===== config.mk =====
export PLATFORM = sky130hd
export DESIGN_NAME = lcd_bus_receiver_flat
export DESIGN_NICKNAME = d
export VERILOG_FILES = /design/src/rtl/lcd_bus_receiver_if.sv /design/src/rtl/lcd_bus_receiver.sv /design/src/flat_wrapper.sv
export SDC_FILE = /design/constraint.sdc
export NUM_CORES = 1
export LEC_CHECK = 0
export CAP_MARGIN = 10
export CELL_PAD_IN_SITES_DETAIL_PLACEMENT = 1
export CELL_PAD_IN_SITES_GLOBAL_PLACEMENT = 1
export CORE_MARGIN = 3
export CORE_UTILIZATION = 52
export DETAILED_ROUTE_END_ITERATION = 10
export PLACE_DENSITY_LB_ADDON = 0.1
export SETUP_SLACK_MARGIN = 0.1
export SYNTH_ARGS = -nofsm -noshare
export SYNTH_HDL_FRONTEND = slang
export SYNTH_SLANG_ARGS = --single-unit

===== constraint.sdc =====
create_clock -name iCLK -period 2.95 [get_ports iCLK]
set_clock_uncertainty 0.1 [all_clocks]
set_input_delay 0.59 -clock iCLK [delete_from_list [all_inputs] [get_ports iCLK]]
set_output_delay 0.59 -clock iCLK [all_outputs]
set_load 0.02 [all_outputs]

===== src/rtl/lcd_bus_receiver_if.sv =====
// HD44780-style 8-bit LCD write bus as seen between the LCD driver (master)
// and a display-side receiver (slave).
interface lcd_bus_receiver_if;
  logic       LCD_EN;
  logic       LCD_RS;
  logic       LCD_RW;
  logic [7:0] LCD_DATA;

  modport master (
    output LCD_EN,
    output LCD_RS,
    output LCD_RW,
    output LCD_DATA
  );

  modport slave (
    input LCD_EN,
    input LCD_RS,
    input LCD_RW,
    input LCD_DATA
  );
endinterface


===== src/rtl/lcd_bus_receiver.sv =====
// Display-side LCD bus snooper: decodes enable strobes into command/data writes,
// tracks the DDRAM address counter and mirrors a readable 2x16 character buffer.
module lcd_bus_receiver #(
  parameter int unsigned MIN_EN_HIGH = 10,
  parameter logic [6:0]  LINE2_BASE  = 7'h40
) (
  input  logic                iCLK,
  input  logic                iRST_N,
  lcd_bus_receiver_if.slave   lcd_bus,
  input  logic [4:0]          iRD_ADDR,
  output logic [7:0]          oRD_CHAR,
  output logic                oCMD_VALID,
  output logic                oDATA_VALID,
  output logic [7:0]          oBYTE,
  output logic [6:0]          oADDR,
  output logic                oCLR_BUSY,
  output logic                oERR
);

  localparam int unsigned    CntW   = $clog2(MIN_EN_HIGH + 2);
  localparam logic [CntW-1:0] CntMax = '1;
  localparam logic [CntW-1:0] MinHi  = CntW'(MIN_EN_HIGH);

  typedef enum logic [1:0] {StIdle, StEnHigh, StDecode, StClear} state_e;

  logic [1:0]      r_en_sync, r_rs_sync, r_rw_sync;
  logic [7:0]      r_data_s1, r_data_s2;
  logic            r_en_prev;
  logic [CntW-1:0] r_hi_cnt;
  logic            r_rs, r_rw;
  logic [7:0]      r_byte_cap;

  state_e          r_state;
  logic            r_cmd_valid, r_data_valid, r_err, r_clr_busy;
  logic [7:0]      r_byte;
  logic [6:0]      r_addr;
  logic [4:0]      r_clr_idx;
  logic [7:0]      r_buf [32];
  logic [7:0]      r_rd_char;

  logic            w_en, w_rise, w_fall, w_fall_act, w_short, w_accept;
  logic            w_is_cmd, w_is_data, w_in_line1, w_in_line2;
  logic [6:0]      w_l2_off, w_addr_d;
  logic            w_wr_en;
  logic [4:0]      w_wr_idx;
  logic [7:0]      w_wr_data;

  // Synchronizers plus capture of the bus fields on every synchronized-high cycle.
  always_ff @(posedge iCLK or negedge iRST_N) begin
    if (!iRST_N) begin
      r_en_sync  <= '0;
      r_rs_sync  <= '0;
      r_rw_sync  <= '0;
      r_data_s1  <= '0;
      r_data_s2  <= '0;
      r_en_prev  <= 1'b0;
      r_hi_cnt   <= '0;
      r_rs       <= 1'b0;
      r_rw       <= 1'b0;
      r_byte_cap <= '0;
    end else begin
      r_en_sync <= {r_en_sync[0], lcd_bus.LCD_EN};
      r_rs_sync <= {r_rs_sync[0], lcd_bus.LCD_RS};
      r_rw_sync <= {r_rw_sync[0], lcd_bus.LCD_RW};
      r_data_s1 <= lcd_bus.LCD_DATA;
      r_data_s2 <= r_data_s1;
      r_en_prev <= w_en;
      if (w_en) begin
        if (r_hi_cnt != CntMax) r_hi_cnt <= r_hi_cnt + 1'b1;
        r_rs       <= r_rs_sync[1];
        r_rw       <= r_rw_sync[1];
        r_byte_cap <= r_data_s2;
      end else begin
        r_hi_cnt <= '0;
      end
    end
  end

  assign w_en       = r_en_sync[1];
  assign w_rise     = w_en & ~r_en_prev;
  assign w_fall     = ~w_en & r_en_prev;
  assign w_fall_act = w_fall & (r_state != StClear);
  assign w_short    = (r_hi_cnt < MinHi);
  assign w_accept   = w_fall_act & ~w_short & ~r_rw;
  assign w_is_cmd   = w_accept & ~r_rs;
  assign w_is_data  = w_accept & r_rs;

  assign w_l2_off   = r_addr - LINE2_BASE;
  assign w_in_line1 = (r_addr < 7'd16);
  assign w_in_line2 = (w_l2_off < 7'd16);

  always_comb begin
    w_addr_d = r_addr;
    if (w_is_cmd) begin
      if (r_byte_cap == 8'h01 || r_byte_cap == 8'h02 || r_byte_cap == 8'h03) begin
        w_addr_d = '0;
      end else if (r_byte_cap[7]) begin
        w_addr_d = r_byte_cap[6:0];
      end
    end else if (w_is_data) begin
      if (r_addr == 7'h27) begin
        w_addr_d = LINE2_BASE;
      end else if (r_addr == LINE2_BASE + 7'h27) begin
        w_addr_d = '0;
      end else begin
        w_addr_d = r_addr + 7'd1;
      end
    end
  end

  // Single buffer write port shared by the clear fill and data stores.
  always_comb begin
    w_wr_en   = 1'b0;
    w_wr_idx  = '0;
    w_wr_data = 8'h20;
    if (r_state == StClear) begin
      w_wr_en  = 1'b1;
      w_wr_idx = r_clr_idx;
    end else if (w_is_data && w_in_line1) begin
      w_wr_en   = 1'b1;
      w_wr_idx  = {1'b0, r_addr[3:0]};
      w_wr_data = r_byte_cap;
    end else if (w_is_data && w_in_line2) begin
      w_wr_en   = 1'b1;
      w_wr_idx  = {1'b1, w_l2_off[3:0]};
      w_wr_data = r_byte_cap;
    end
  end

  always_ff @(posedge iCLK or negedge iRST_N) begin
    if (!iRST_N) begin
      r_state      <= StIdle;
      r_cmd_valid  <= 1'b0;
      r_data_valid <= 1'b0;
      r_err        <= 1'b0;
      r_byte       <= '0;
      r_addr       <= '0;
      r_clr_busy   <= 1'b0;
      r_clr_idx    <= '0;
    end else begin
      r_cmd_valid  <= w_is_cmd;
      r_data_valid <= w_is_data;
      r_err        <= w_fall & ~w_accept;
      r_addr       <= w_addr_d;
      if (w_accept) r_byte <= r_byte_cap;
      unique case (r_state)
        StIdle: begin
          if (w_fall_act) r_state <= StDecode;
          else if (w_rise) r_state <= StEnHigh;
        end
        StEnHigh: begin
          if (w_fall_act) r_state <= StDecode;
        end
        StDecode: begin
          if (r_cmd_valid && r_byte == 8'h01) begin
            r_state    <= StClear;
            r_clr_busy <= 1'b1;
            r_clr_idx  <= '0;
          end else begin
            r_state <= w_en ? StEnHigh : StIdle;
          end
        end
        StClear: begin
          r_clr_idx <= r_clr_idx + 5'd1;
          if (r_clr_idx == 5'd31) begin
            r_state    <= w_en ? StEnHigh : StIdle;
            r_clr_busy <= 1'b0;
          end
        end
        default: r_state <= StIdle;
      endcase
    end
  end

  // Read port is write-first: a same-cycle write to the read entry is forwarded.
  always_ff @(posedge iCLK or negedge iRST_N) begin
    if (!iRST_N) begin
      for (int i = 0; i < 32; i++) r_buf[i] <= 8'h20;
      r_rd_char <= 8'h20;
    end else begin
      if (w_wr_en) r_buf[w_wr_idx] <= w_wr_data;
      r_rd_char <= (w_wr_en && w_wr_idx == iRD_ADDR) ? w_wr_data : r_buf[iRD_ADDR];
    end
  end

  assign oRD_CHAR    = r_rd_char;
  assign oCMD_VALID  = r_cmd_valid;
  assign oDATA_VALID = r_data_valid;
  assign oBYTE       = r_byte;
  assign oADDR       = r_addr;
  assign oCLR_BUSY   = r_clr_busy;
  assign oERR        = r_err;

endmodule


===== src/flat_wrapper.sv =====
// flat-port wrapper written by rule: the top's interface ports become plain ports
module lcd_bus_receiver_flat 
#(
  parameter int unsigned MIN_EN_HIGH = 10,
  parameter logic [6:0]  LINE2_BASE  = 7'h40
)
  (iCLK, iRST_N, iRD_ADDR, oRD_CHAR, oCMD_VALID, oDATA_VALID, oBYTE, oADDR, oCLR_BUSY, oERR, lcd_bus_LCD_EN, lcd_bus_LCD_RS, lcd_bus_LCD_RW, lcd_bus_LCD_DATA);
  lcd_bus_receiver_if lcd_bus_i ();
  input  logic iCLK;
  input  logic iRST_N;
  input  logic [4:0] iRD_ADDR;
  output logic [7:0] oRD_CHAR;
  output logic oCMD_VALID;
  output logic oDATA_VALID;
  output logic [7:0] oBYTE;
  output logic [6:0] oADDR;
  output logic oCLR_BUSY;
  output logic oERR;
  input wire logic [$bits(lcd_bus_i.LCD_EN)-1:0] lcd_bus_LCD_EN;
  input wire logic [$bits(lcd_bus_i.LCD_RS)-1:0] lcd_bus_LCD_RS;
  input wire logic [$bits(lcd_bus_i.LCD_RW)-1:0] lcd_bus_LCD_RW;
  input wire logic [$bits(lcd_bus_i.LCD_DATA)-1:0] lcd_bus_LCD_DATA;
  assign lcd_bus_i.LCD_EN = lcd_bus_LCD_EN;
  assign lcd_bus_i.LCD_RS = lcd_bus_LCD_RS;
  assign lcd_bus_i.LCD_RW = lcd_bus_LCD_RW;
  assign lcd_bus_i.LCD_DATA = lcd_bus_LCD_DATA;
  lcd_bus_receiver #(.MIN_EN_HIGH(MIN_EN_HIGH), .LINE2_BASE(LINE2_BASE)) u_core (.iCLK(iCLK), .iRST_N(iRST_N), .lcd_bus(lcd_bus_i), .iRD_ADDR(iRD_ADDR), .oRD_CHAR(oRD_CHAR), .oCMD_VALID(oCMD_VALID), .oDATA_VALID(oDATA_VALID), .oBYTE(oBYTE), .oADDR(oADDR), .oCLR_BUSY(oCLR_BUSY), .oERR(oERR));
endmodule

==> impl_metrics.ini <==
[synthesis]
syn_area_per_cell_um2 = 14.60
async_reset_ff_frac = 1.000
syn_nets = 1043
synth-edff-count = 0
synth_cells = 1021
synthesis.area_um2 = 14910
ys_seq_elements = 327
ys_types = 59
synth-seq-area-share = 0.5517
synthFlopType = dfrtp_1
ys.warnings.count = 0

[layout]
drive_above_1_share = 0.4908
final_common_cell = dfrtp_1
syn_to_final_growth_pct = 17.79
antenna_cells = 0
final_cells = 1521
nets = 1141
final_cell_mix = dfrtp_1 (294), mux2_2 (285), buf_4 (72)

[global_route]
grt_pass1_vias = 9910
antenna_found_initial = 1
grt_use_total = 0.2622
overflow = 0
grt_pass1_wl_mm = 61.53
grt_max_degree = 75

[critical_path]
crit_path_max_fanout = 10
r2r_end = u_core.r_buf[23]
required_ps = 3240
worstReg2RegStart = u_core.oADDR[5]
r2r_setup_slack_ps = 180
crit_arrival_ps = 3060
critPathCaptureType = flip-flop
reg2regPathDepth = 6
cp-start-kind = flip-flop
path_class = flip-flop to flip-flop

[worst_hold_path]
hold_depth = 0
hp-start = u_core.r_data_s1[0]
whs_endpoint = u_core.r_data_s2[0]
min_path_type = flip-flop to flip-flop

[timing]
final.period_utilization = 0.9387
finalCriticalPeriod_ps = 2769
hold_viol = 0
setup_tns_ps = 0
drv_slew = 0
slew_headroom = 0.4992
setup_viol = 0
fmax_mhz = 361.1
rsz0062_at_grt = yes
worstMarginPinSlew_ps = 744.9

[place]
dpl.hpwl_mm = 25.89
io_buffers = 44
dp.cells = 1458
globalplace.congestion = 0.8236

[run_status]
status = finished, final reports clean

[pwr]
power_density_nw_per_um2 = 618.5
total_leakage_power_nw = 8.160
vdd_ir_drop_max_mv = 0.4842

[floorplanning]
rows = 61
dieArea_um2 = 30740
initial_core_util = 0.5322
core_area_um2 = 28010
io_pins = 45
die_w_um = 175.3
die_h_um = 175.3

[route]
drt_iter0_drc = 526
detail-route-antenna-nets = 0
num_vias = 9121
viasPerCell = 5.997
dr.pass1.iters = 8
wl_met3_mm = 2.072
wl_mm = 38.88
detail_route.wl_per_cell_um = 25.56
drt-met1-wl_mm = 17.70
met2_length_mm = 18.51
highest_layer = met4
drc = 0

[clock_tree]
cts_tree = yes
post_cts_buffers = 0
ctsHtreeMaxLevel = 2
clock-root-buffer = clkbuf_16
clk_pin_slew_worst_paths_ps = 60
numCtsBuffers = 36
ctsLongestPathBuffers = 3
clock-sinks = 327
insertion_delay_ps = 510

[run]
maxCapViolations = 0
-- sequential cells by signal, indices dropped and copies added, names as in the netlist, 2 cells and up --
register           cells
u_core.r_rw_sync       2
u_core.r_byte_cap      8
u_core.r_en_sync       2
u_core.r_hi_cnt        4
u_core.oBYTE           8
u_core.r_rs_sync       2
u_core.r_data_s2       8
u_core.r_buf         256
u_core.oADDR           7
u_core.oRD_CHAR        8
u_core.r_clr_idx       5
u_core.r_state         2
u_core.r_data_s1       8
-- how the worst max path moves through the flow --
stage	endpoint	depth (start not counted)	start	slack (ps)
2_1_floorplan	u_core.oRD_CHAR[1]	9	iRD_ADDR[0]	160
3_3_place_gp	u_core.oRD_CHAR[3]	6	iRD_ADDR[0]	160
3_5_place_dp	u_core.r_buf[15]	7	u_core.r_state[1]	120
4_1_cts	u_core.r_buf[208]	7	u_core.r_state[1]	180
5_1_grt	u_core.r_buf[15]	6	u_core.oADDR[5]	80
6_report	u_core.r_buf[23]	6	u_core.oADDR[5]	180
-- metal layers --
layer,vias to the layer above,global-route usage
li1,3945,-
met1,4969,0.3823
met2,166,0.4162
met3,41,0.05253
met4,0,0.05286
met5,-,0
-- synthesized netlist by cell type, types with 5 or more instances --
cell / number / area share
dfrtp_1: 294 / 0.49
mux2_2: 285 / 0.22
mux4_2: 68 / 0.10
clkbuf_1: 44 / 0.011
nand2_1: 40 / 0.010
dfstp_2: 33 / 0.058
o21ai_0: 32 / 0.011
buf_2: 26 / 0.0087
nor2_1: 18 / 0.0045
nand2b_1: 17 / 0.0071
nor2_2: 16 / 0.0067
a21oi_1: 13 / 0.0044
and2_1: 11 / 0.0046
nand3_1: 11 / 0.0037
mux2i_1: 10 / 0.0067
inv_1: 8 / 0.0020
nor3_1: 8 / 0.0027
or3_1: 6 / 0.0025
o22ai_1: 5 / 0.0021
or2_2: 5 / 0.0021
-- cell type report --
| class | instances | area [µm²] |
|---|---|---|
| clock inverter | 6 | 30.03 |
| fill | 2614 | 10450 |
| tap | 378 | 473.0 |
| timing repair buffer | 135 | 1361 |
| inverter | 9 | 33.78 |
| multi-input combinational | 610 | 6331 |
| clock buffer | 56 | 1107 |
| sequential | 327 | 8224 |
-- per-stage QoR --
step           power, mW  cell area, µm²  hold WS, ps  setup WS (ps)  utilization
2_1_floorplan      5.908           14910        194.4          157.9            -
6_report           10.86           17560        244.4          180.8       0.6269
3_3_place_gp       6.539           16410        232.5          158.3       0.5859
5_1_grt            11.32           17560        250.0          84.30       0.6269
3_5_place_dp       6.592           16410        236.3          118.0       0.5859
4_1_cts            10.96           17560        244.8          177.9       0.6269
-- report_power, final --
group          total (mW)  switching (mW)  internal, mW
Sequential           4.95           0.170          4.78
Combinational        1.58           0.882         0.697
Clock                4.33            1.77          2.57
-- logic make-up after synthesis --
group | after synthesis | share of synthesized area
adder cells (fa/ha/maj) | 4 | 0.003357
buffers and inverters | 84 | 0.02383
XOR/XNOR | 4 | 0.002350
multiplexers | 364 | 0.3255
AO/OA/AOI/OAI | 82 | 0.03550
flip-flops | 327 | 0.5517
AND/OR/NAND/NOR | 156 | 0.05783
-- worst max-delay path, stage by stage, from the launching register on --
cell     delay, ps
dfrtp_1        380
or3b_1         490
o41a_1         410
or2_1          440
nor2_2         320
buf_12         170
mux2_2         330
-- repair_timing --
action / 4_1_cts / 5_1_grt
setup endpoints to repair: 31 / 43
resized for setup: 1 / 2
hold buffers: 1 / 0
endpoints found under the hold margin: 2 / 0
gates cloned: 0 / 0
(Power assumes the default switching activity.)
==> RTL edit, RTL diff (same settings) <==
`r_addr` no longer has a reset.
--- a/src/rtl/lcd_bus_receiver.sv
+++ b/src/rtl/lcd_bus_receiver.sv
@@ -136,3 +136,2 @@
       r_byte       <= '0;
-      r_addr       <= '0;
       r_clr_busy   <= 1'b0;
@@ -143,3 +142,2 @@
       r_err        <= w_fall & ~w_accept;
-      r_addr       <= w_addr_d;
       if (w_accept) r_byte <= r_byte_cap;
@@ -174,2 +172,6 @@
 
+  always_ff @(posedge iCLK) begin
+    r_addr <= w_addr_d;
+  end
+
   // Read port is write-first: a same-cycle write to the read entry is forwarded.
Check against the original RTL: same outputs for any inputs over 10 cycles, from zero or initial values and one cycle with iRST_N low; that may be too few to reach the edited logic, so the function may still have changed.
==> RTL edit against the original RTL <==
- worst hold slack better by 0.0016 ns
- largest cell class unchanged
- final area increased by 1.7%
- sequential cell count is the same
- setup slack improved by 0.011 ns
- total power rose by 1.4%
- area after synthesis up 3.0%
- wire length up 6.7%
- count of clock-buffer cells in the layout up 5
==> RTL edit: results (changes against the original RTL) <==
| Metric | Value |
|---|---|
| Final HPWL DP | `28100 microns (+8.4%)` |
| Largest net degree at the start of global routing | `73 (-2.7%)` |
| Number of flops mapped to enable cells by yosys | `7 (+7)` |
| Crit Reg-Reg Endpoint | `u_core.r_buf[35]$_DFFE_PN0P_` |
| Aggregate routed wire length | `41500 microns (+6.7%)` |
| Synth unique cells | `70 (+19%)` |
| Post-synth top cells | `dfrtp_1 (287), mux2_2 (278), mux2i_1 (60), clkbuf_1 (46), mux4_2 (45)` |
| First-pass GRT wire length | `64600 microns (+5.1%)` |
| Internal power | `0.00806 W (+0.23%)` |
| Fin nets | `1195 (+4.7%)` |
| Vias in the first global route | `10700 (+7.6%)` |
| Register area share after synthesis | `53.8% (-1.4 points)` |
| Post-Synth Adder-Cell Area | `0.326% (-0.0096 points)` |
| Via count | `9785 (+7.3%)` |
| Top post-synthesis cells by area | `dfrtp_1 (47%), mux2_2 (20%), mux4_2 (6.6%)` |
| Peak supply drop | `0.440 mV (-9.2%)` |
| Total iterations of the first detailed-routing run | `5 (-3)` |
| All-Layer GR Usage | `27.2% (+0.97 points)` |
| Initial core utilization | `53.0% (-0.18 points)` |
| Hold EP | `u_core.r_data_s2[4]$_DFF_PN0_` |
| Worst skew pair latency | `0.53 ns (+0.02 ns)` |
| First DRT Iteration DRCs | `602 (+14%)` |
| Max transition margin | `20.7% (-29 points)` |
| P_sw | `0.00296 W (+4.9%)` |
| H-Tree Level Count | `2 (unchanged)` |
| Post-synthesis compound-gate area fraction | `5.01% (+1.5 points)` |
| RePlAce Congestion | `0.889 (+7.9%)` |
| Leak Pwr | `8.25 nW (+1.2%)` |
| Sequential power share | `45.7% (about the same)` |
| Hold_sp | `u_core.r_data_s1[4]$_DFF_PN0_` |
| Initial antenna violation count | `0 (-1)` |
| Run status | `finished clean` |
| Fraction of layout cells with a size suffix above 1 | `45.5% (-3.6 points)` |
| Post-CTS Setup Inserts | `0 (unchanged)` |
| Syn nets | `1105 (+5.9%)` |
| Reg2Reg Launch Point | `u_core.r_state[0]$_DFFE_PN0P_` |
| Post-Synth XOR/XNOR Area | `0.571% (+0.34 points)` |
| Critical Path Fanout Max | `11 (+1)` |
| Mux cell area share after synthesis | `30.9% (-1.6 points)` |
| Async set or reset register ratio after synthesis | `97.9% (-2.1 points)` |
| Filler cells | `2667 (+2.0%)` |
RTL edit: cell count changes in the layout (fill, tap and decap cells not counted), moves of 8 or more:
cell / change
a21oi_1: +8
and3_2: +10
mux2i_1: +50
nor2_1: +9
o21ai_0: -12
nor2_2: -14
nand2b_1: -11
mux4_2: -23
a221oi_1: +18
RTL edit: kinds of logic (layout without fill, tap and decap cells):
logic type                 Yosys count  in the layout
muxes                              383            383
DFF                                327            327
and+or+nand+nor                    167            167
AOI/OAI and AO/OA                  105            105
buffers and inverters               87            204
xor gates and xnor gates            10             10
adders and majority gates            4              4
RTL edit: area by class of cell:
class / count / share of cell area, %
clock buffers: 61 / 6.37
clock inverters: 4 / 0.175
inverters: 10 / 0.210
multi-input cells: 669 / 37.5
flip-flops and latches: 327 / 46.2
well taps: 384 / 2.69
repair buffers: 129 / 6.85
RTL edit: timing repair:
action / CTS / global route
resized for setup: 0 / 9
hold buffers: 1 / 0
endpoints found under the hold margin: 47 / 0
endpoints found under the setup margin: 0 / 73
RTL edit: critical path, stage by stage (launching register included):
cell,delay [ns]
dfrtp_1,0.51
buf_4,0.24
a21boi_0,0.29
nand4_1,0.34
a21oi_2,0.41
nand2_1,0.36
mux2_2,0.38
RTL edit: layer usage:
| layer | global-route usage, % | part of all wire, % | up-vias |
|---|---|---|---|
| met2 | 44.1 | 48 | 264 |
| li1 | - | - | 4205 |
| met5 | 0.481 | 0 | - |
| met3 | 5.28 | 5.7 | 77 |
| met1 | 37.2 | 43 | 5239 |
| met4 | 8.61 | 2.9 | 0 |
RTL edit: worst max-delay path by stage:
stage / startpoint / to / cells past startpoint
2_1_floorplan: u_core.oADDR[4]$_DFFE_PP_ / u_core.r_buf[112]$_DFFE_PN0P_ / 6
3_3_place_gp: iRD_ADDR[0] / u_core.oRD_CHAR[5]$_DFF_PN1_ / 7
3_5_place_dp: iRD_ADDR[0] / u_core.oRD_CHAR[5]$_DFF_PN1_ / 7
4_1_cts: u_core.oADDR[5]$_DFFE_PP_ / u_core.r_buf[203]$_DFFE_PN0P_ / 5
5_1_grt: u_core.r_state[0]$_DFFE_PN0P_ / u_core.r_buf[32]$_DFFE_PN0P_ / 6
6_report: u_core.r_state[0]$_DFFE_PN0P_ / u_core.r_buf[35]$_DFFE_PN0P_ / 6
RTL edit: per-stage QoR:
step                instance area (sq um)  hold slack [ns]  cells  worst slack [ns]
floorplan                           15300            0.194   1083             0.334
global placement                    16600            0.233   1518            0.0326
detailed placement                  16600            0.236   1518           -0.0314
CTS                                 17800            0.249   1584             0.107
global route                        17900            0.255   1584            0.0397
finish                              17900            0.246   1584             0.192
